**config.mk**
```make
export PLATFORM = sky130hd
export DESIGN_NAME = mem_port_arbiter
export DESIGN_NICKNAME = d
export VERILOG_FILES = /design/src/rtl/mem_port_arbiter.sv
export SDC_FILE = /design/constraint.sdc
export NUM_CORES = 1
export LEC_CHECK = 0
export CAP_MARGIN = 0
export CORE_AREA = 2 2 255 257
export DETAILED_ROUTE_END_ITERATION = 7
export DIE_AREA = 0 0 257 259
export MAX_ROUTING_LAYER = met4
export SLEW_MARGIN = 10
export SYNTH_ARGS = -nofsm -noshare
export SYNTH_HDL_FRONTEND = slang
export SYNTH_SLANG_ARGS = --single-unit
```
**constraint.sdc**
```tcl
create_clock -name clk -period 19.05 [get_ports clk]
set_input_delay 2.8575 -clock clk [delete_from_list [all_inputs] [get_ports clk]]
set_output_delay 2.8575 -clock clk [all_outputs]
set_load 0.02 [all_outputs]
```
**src/rtl/mem_port_arbiter.sv**
```systemverilog
// rtl/mem_port_arbiter.sv - shares one handshaked memory port between fetch and load/store
module mem_port_arbiter #(
  parameter int ADDR_W     = 64,
  parameter int DATA_W     = 64,
  parameter int MAX_STREAK = 4,
  parameter int TIMEOUT    = 255
) (
  input  logic              clk,
  input  logic              rst,
  input  logic              inst_req,
  input  logic [ADDR_W-1:0] inst_addr,
  output logic              inst_gnt,
  output logic              inst_rvalid,
  output logic [DATA_W-1:0] inst_rdata,
  input  logic              data_req,
  input  logic              data_we,
  input  logic [ADDR_W-1:0] data_addr,
  input  logic [DATA_W-1:0] data_wdata,
  input  logic [DATA_W-1:0] data_wmask,
  output logic              data_gnt,
  output logic              data_rvalid,
  output logic [DATA_W-1:0] data_rdata,
  output logic              mem_req,
  output logic              mem_we,
  output logic [ADDR_W-1:0] mem_addr,
  output logic [DATA_W-1:0] mem_wdata,
  output logic [DATA_W-1:0] mem_wmask,
  input  logic              mem_ack,
  input  logic [DATA_W-1:0] mem_rdata,
  output logic              busy,
  output logic              err
);

  localparam int TW = (TIMEOUT < 1) ? 1 : $clog2(TIMEOUT + 1);
  localparam int SW = (MAX_STREAK < 1) ? 1 : $clog2(MAX_STREAK + 1);

  typedef enum logic [1:0] {ST_IDLE, ST_BUSY, ST_RESP} state_t;

  state_t            r_state;
  logic              r_owner;
  logic              r_we;
  logic [ADDR_W-1:0] r_addr;
  logic [DATA_W-1:0] r_wdata;
  logic [DATA_W-1:0] r_wmask;
  logic [TW-1:0]     r_timer;
  logic [SW-1:0]     r_streak;
  logic              r_err;
  logic [DATA_W-1:0] r_inst_rdata;
  logic [DATA_W-1:0] r_data_rdata;

  logic w_idle;
  logic w_starved;
  logic w_data_win;
  logic w_inst_win;
  logic w_timeout;

  // Grants are combinational from IDLE; gating with rst keeps every output low while reset is held.
  assign w_idle     = (r_state == ST_IDLE) && !rst;
  assign w_starved  = inst_req && (r_streak == SW'(MAX_STREAK));
  assign w_data_win = data_req && !w_starved;
  assign w_inst_win = inst_req && !w_data_win;
  assign w_timeout  = (r_timer == TW'(TIMEOUT - 1));

  assign data_gnt    = w_idle && w_data_win;
  assign inst_gnt    = w_idle && w_inst_win;
  assign busy        = (r_state != ST_IDLE);
  assign mem_req     = (r_state == ST_BUSY);
  assign mem_we      = r_we;
  assign mem_addr    = r_addr;
  assign mem_wdata   = r_wdata;
  assign mem_wmask   = r_wmask;
  assign inst_rvalid = (r_state == ST_RESP) && !r_owner;
  assign data_rvalid = (r_state == ST_RESP) && r_owner;
  assign err         = (r_state == ST_RESP) && r_err;
  assign inst_rdata  = r_inst_rdata;
  assign data_rdata  = r_data_rdata;

  always_ff @(posedge clk or posedge rst) begin
    if (rst) begin
      r_state      <= ST_IDLE;
      r_owner      <= 1'b0;
      r_we         <= 1'b0;
      r_addr       <= '0;
      r_wdata      <= '0;
      r_wmask      <= '0;
      r_timer      <= '0;
      r_streak     <= '0;
      r_err        <= 1'b0;
      r_inst_rdata <= '0;
      r_data_rdata <= '0;
    end else begin
      case (r_state)
        ST_IDLE: begin
          if (data_gnt) begin
            r_owner <= 1'b1;
            r_we    <= data_we;
            r_addr  <= data_addr;
            r_wdata <= data_wdata;
            r_wmask <= data_wmask;
            r_timer <= '0;
            r_state <= ST_BUSY;
          end else if (inst_gnt) begin
            r_owner <= 1'b0;
            r_we    <= 1'b0;
            r_addr  <= inst_addr;
            r_wdata <= '0;
            r_wmask <= '0;
            r_timer <= '0;
            r_state <= ST_BUSY;
          end
          // Streak counts data wins that a waiting fetch lost.
          if (data_gnt && inst_req) begin
            if (r_streak != SW'(MAX_STREAK))
              r_streak <= r_streak + SW'(1);
          end else if (inst_gnt || !inst_req) begin
            r_streak <= '0;
          end
        end
        ST_BUSY: begin
          r_timer <= r_timer + TW'(1);
          if (mem_ack) begin
            r_err <= 1'b0;
            if (r_owner)
              r_data_rdata <= r_we ? '0 : mem_rdata;
            else
              r_inst_rdata <= mem_rdata;
            r_state <= ST_RESP;
          end else if (w_timeout) begin
            r_err <= 1'b1;
            if (r_owner)
              r_data_rdata <= '0;
            else
              r_inst_rdata <= '0;
            r_state <= ST_RESP;
          end
        end
        ST_RESP: begin
          r_err   <= 1'b0;
          r_state <= ST_IDLE;
        end
        default: r_state <= ST_IDLE;
      endcase
    end
  end

endmodule

```
== Yosys cells after proc, flatten, opt, wreduce, memory -nomap -nowiden ==
Index checks and enable logic that the tools add are counted.

* Register bits after elaboration: 336
* Bits of input ports: 326

* Add/sub/neg operators: 2
* Eq/ne operators: 8
* Multiplexer cells: 31
* Bitwise operators: 1
* Reduce and logical (&&, ||, !) cells: 30

{| class="wikitable"
|+ Operators by type and width
! cell !! count
|-
| 64-bit 2-to-1 mux || 14
|-
| 8-bit 2-to-1 mux || 2
|-
| 8-bit case mux with 2 select lines || 1
|-
| 2-bit nonzero test || 6
|-
| 1-bit logical AND || 10
|-
| 3-bit 2-to-1 mux || 3
|-
| 3-bit AND reduction || 3
|-
| 8-bit by 1-bit adder with 8-bit output, second input constant || 1
|-
| 8-bit == test, second input constant || 1
|-
| 2-bit 2-to-1 mux || 4
|-
| 2-bit AND reduction || 4
|-
| 3-bit != test, second input constant || 2
|-
| 1-bit logical NOT || 5
|-
| 1-bit 2-to-1 mux || 5
|-
| 2-bit case mux with 2 select lines || 1
|-
| 3-bit by 1-bit adder with 3-bit output, second input constant || 1
|-
| 3-bit == test, second input constant || 1
|-
| 3-bit by 1-bit != test with 1-bit output, second input constant || 1
|-
| 2-bit by 1-bit == test with 1-bit output, second input constant || 1
|-
| 2-bit == test, second input constant || 1
|-
| 2-bit logical NOT || 1
|-
| 2-bit by 1-bit != test with 1-bit output, second input constant || 1
|-
| 1-bit case mux with 2 select lines || 1
|-
| 1-bit logical OR || 1
|-
| 1-bit NOT || 1
|}

== Logic depth before layout (Yosys ltp) ==
* Depth after elaboration: 10
* Depth in mapped cells: 11
* Gate-level depth less buffers: 7

== Worst setup path after synthesis ==
OpenSTA, ideal clock, no wires.

* Path kind: in2out
* Start: input port rst
* End: output port inst_gnt
* Arrival: 3883 ps
* Required time: 16192 ps
* Path slack: 12309 ps
* Cell stages on the path: 5
* Path buffers: 2
* Path through: and2b_4 nand2_2 buf_2 buf_2 a21oi_1

* Cells in the longest elaborated chain, start to end: 3

{| class="wikitable"
|+ RTL lines
! what !! line !! source
|-
| from (decl) || 9 || <nowiki>input logic rst,</nowiki>
|-
| 1-bit logical NOT (no line) || -- ||
|-
| 1-bit logical AND || 58 || <nowiki>assign w_idle = (r_state == ST_IDLE) && !rst;</nowiki>
|-
| 1-bit logical AND || 65 || <nowiki>assign inst_gnt = w_idle && w_inst_win;</nowiki>
|-
| to (decl) || 12 || <nowiki>output logic inst_gnt,</nowiki>
|}

Every way passes these cells.

== Final worst setup path ==
* Start: input port rst
* End: output port data_gnt

* Cells in the longest elaborated chain, start to end: 3

{| class="wikitable"
|+ RTL lines
! what !! line !! source
|-
| 1-bit logical NOT (no line) || -- ||
|-
| 1-bit logical AND || 58 ||
|-
| 1-bit logical AND || 64 || <nowiki>assign data_gnt = w_idle && w_data_win;</nowiki>
|-
| to (decl) || 20 || <nowiki>output logic data_gnt,</nowiki>
|}

Every way passes these cells.

==> key figures <==
Timing
  • Fmax achieved: 117 MHz
  • Setup WS post-layout: 10.53 ns
  • Actual slew at the worst max-slew pin: roughly 1.1 ns
  • Post-Route Setup TNS: 0 ns
  • Fin crit share: 44.7%
  • RSZ-0062 raised after global routing: no
  • Clk_skew: approximately 0.025 ns
  • Final setup viols: 0
  • Slew Viols, Final: 0
  • Final Hold Viols: 0
  • Hold Slack: approximately 0.5 ns
  • Rel. slew slack: between 20% and 30%
  • Fin crit period: 8.52 ns

Setup path
  • Slowest cell delay on critical path: 0.72 ns
  • Largest delay contributor family on the critical path: buffers and inverters
  • CP max-delay cell: clkdlybuf4s50_1
  • Crit. End Element: output port
  • Worst Path Max Fanout: around 80
  • Startpoint Class: input port
  • Cells along the critical path: clkdlybuf4s50_1 -> and2b_4 -> nand3_4 -> inv_8 -> clkdlybuf4s50_1
  • Critical path arrival: 5.66 ns
  • Worst endpoint required time: 16.19 ns
  • Kind of critical path: input port to output port
  • CP most frequent cell: clkdlybuf4s50_1
  • CP bufs+invs: 3

Clocking
  • TritonCTS Buffers: 41
  • CTS H-Tree Depth: 2
  • Post-CTS setup buffer count: 0
  • Clock Tree Buf Depth: 3
  • CTS tree: done
  • Skew-Pair Late Insertion Delay: roughly 0.55 ns
  • CTS root buf: clkbuf_16
  • Clock net sink count: 336
  • Hold Buf Count CTS: 0
  • Post-cts gate resize count: 0
  • Worst-path clk slew: 0.06 ns

Synth
  • Xor/xnor share of the synthesized area: 0%
  • Distinct cell type count after synthesis: 35
  • Post-Synth Adder-Cell Area: 0.745%
  • Syn_area_per_cell: 10.9 um^2
  • Register area share after synthesis: 62.6%
  • Post-synth EDFFs: 0
  • Mux contribution to synthesized area: under 10%
  • Ys Warns: 0
  • Main combinational cell family by area after synthesis: simple AND/OR/NAND/NOR gates
  • Main synth FF type: dfrtp_1
  • Async SR Flop Fraction: 100%
  • Top cell type's share of synthesized area: 62.6%
  • FF+latch count, synth: 336
  • Cells after Synth: 1236
  • Post-synthesis simple-gate area fraction: 16.0%
  • Compound-Gate Fraction of Synth Area: 11.8%
  • Syn_nets: 1570
  • Largest cells by area after synthesis: dfrtp_1 63%, nand2_1 9.6%, a22o_1 8.3%
  • Area leader, netlist: dfrtp_1
  • Synth Cell Area: between 10000 and 15000 um^2

Routing
  • Drt wl/cell: 18.1 um
  • Max layer used: met4
  • Wire length on met3: 4430 um
  • Initial drt markers: 848
  • DR vias/cell: ~4.3
  • TritonRoute pass-1 iters: 5
  • Routed WL: 49600 um
  • Post-route ant nets: 0
  • Drt drc: 0
  • M1 WL: 20000 um
  • Met2 Wirelength: 23900 um
  • Via count: 11800

Placement
  • Pre-CTS WS: 10.43 ns
  • HPWL Detailed: 35000 um
  • PortBufs: 653
  • Dpl cell area: 20700 um^2
  • GPL Wtd Cong: approximately 0.88

Layout
  • Finished Core Util: approximately a third
  • Multi-input logic area: 4540 um^2
  • Final #Nets: between 2000 and 2500
  • Share of cells above drive strength 1: 4.84%
  • Filler cells: about 6300
  • Area grow syn2layout: 64.5%
  • Area occupied by registers: 8410 um^2
  • Post-route cell area: 22100 um^2

Power and ir drop
  • Net Sw Power: 1360 uW
  • Maximum vdd drop: 0.0799 mV
  • Sw Share: a little under two fifths
  • Combinational power share: 45.1%
  • Leakage: 0.0101 uW
  • Cell-internal power: between 2000 and 2500 uW
  • Register share of total power: 32.9%
  • Clock share of power: between 20% and 30%
  • Power density cells: 165 nW/um^2

Die
  • Die span in y: roughly 260 um
  • DIE WIDTH: 257 um
  • Boundary Pins: between 600 and 700
  • Die area: 66600 um^2
  • Core Area: 63900 um^2
  • Num rows: 93
  • Initial Util: 21.0%

Min path
  • Hold Path Class: flop to flop

Global route
  • GRT Resource Usage Total: about 15%
  • Largest net degree at the start of global routing: 115
  • Vias in the first global route: 12300
  • Global-route wire length before repair: 75100 um
  • Antenna violations before repair: 3
  • Total congestion overflow: 0

Flow run
  • Max-cap violations: 0

Outcome
  • Status: finished clean
## per-stage QoR
step           instances  total power, uW
6_report            2740             3650
3_3_place_gp        2661             2840
2_1_floorplan       1236             2010
4_1_cts             2736             3700
5_1_grt             2739             3850
3_5_place_dp        2661             2870
## cell usage in the layout, fill, tap and decap left out, drive strengths merged, types with 2 or more instances in the layout
cell,Yosys,routed
nor2,5,5
nor3b,3,3
nor3,2,2
nand4b,3,3
dfrtp,336,336
diode,0,4
o21bai,2,2
a21oi,7,7
ha,8,8
clkdlybuf4s50,0,653
o211ai,2,2
clkbuf,25,60
bufinv,0,3
mux2i,64,64
nand3,136,136
o21ai,76,76
nor2b,2,2
or3,3,3
a22o,128,128
inv,9,9
and2,3,3
clkinv,0,11
nand2,344,344
buf,70,12
## layout make-up
type | instances | area share, %
antenna | 4 | 0.0453
clock buffer | 60 | 5.56
clock inverter | 15 | 0.759
inverter | 9 | 0.221
multi-input combinational | 796 | 20.5
sequential | 336 | 38.1
tap | 855 | 4.84
timing repair buffer | 665 | 30.0
## sequential cells by signal, indices dropped and copies added, names as in the netlist, 2 cells and up
| register | flops |
|---|---|
| r_streak | 3 |
| mem_addr | 64 |
| mem_wdata | 64 |
| mem_wmask | 64 |
| r_timer | 8 |
| inst_rdata | 64 |
| data_rdata | 64 |
| r_state | 2 |
## worst paths after layout
check	depth (start not counted)	slack, ns	start	to
hold / removal	2	0.49	mem_wdata[0]	mem_wdata[0]
hold reg to reg	2	0.49	mem_wdata[0]	mem_wdata[0]
max in group asynchronous	4	14.14	rst	data_rdata[54]
min in group asynchronous	2	2.93	rst	mem_addr[38]
setup reg to reg	8	15.29	r_state[1]	r_streak[1]
setup / recovery	5	10.53	rst	data_gnt
## logic make-up after synthesis
logic type | count (synthesis)
AND/OR/NAND/NOR | 506
flip-flops | 336
AO/OA/AOI/OAI | 217
buffers and inverters | 104
multiplexers | 65
adder cells (fa/ha/maj) | 8
## routing by layer
layer	GRT usage [%]	vias to the layer above
li1	-	5491
met2	24.0	539
met3	5.10	85
met1	17.1	5716
met4	4.62	0
met5	-	-
## synthesized netlist by cell type, types with 7 or more instances
cell        n
a21oi_1     7
a22o_1    128
buf_2      53
buf_4      13
clkbuf_1   25
dfrtp_1   336
ha_1        8
inv_1       8
mux2i_1    64
nand2_1   343
nand3_1   135
o21ai_0    75
## worst reg2reg max path: stages (launching register included)
cell	delay, ns
dfrtp_1	0.38
inv_1	0.12
ha_1	0.38
and2b_4	0.28
nand3_4	0.51
inv_8	0.63
buf_4	0.89
nand2_1	0.23
o21ai_0	0.24
## power by group through the flow
stage               clock network (uW)  logic (uW)  registers (uW)
floorplan                            0         454            1550
global placement                     0        1650            1200
detailed placement                   0        1660            1200
CTS                                828        1670            1200
global route                       854        1760            1240
finish                             803        1650            1200
No activity file was read; power rests on OpenSTA's default activity.
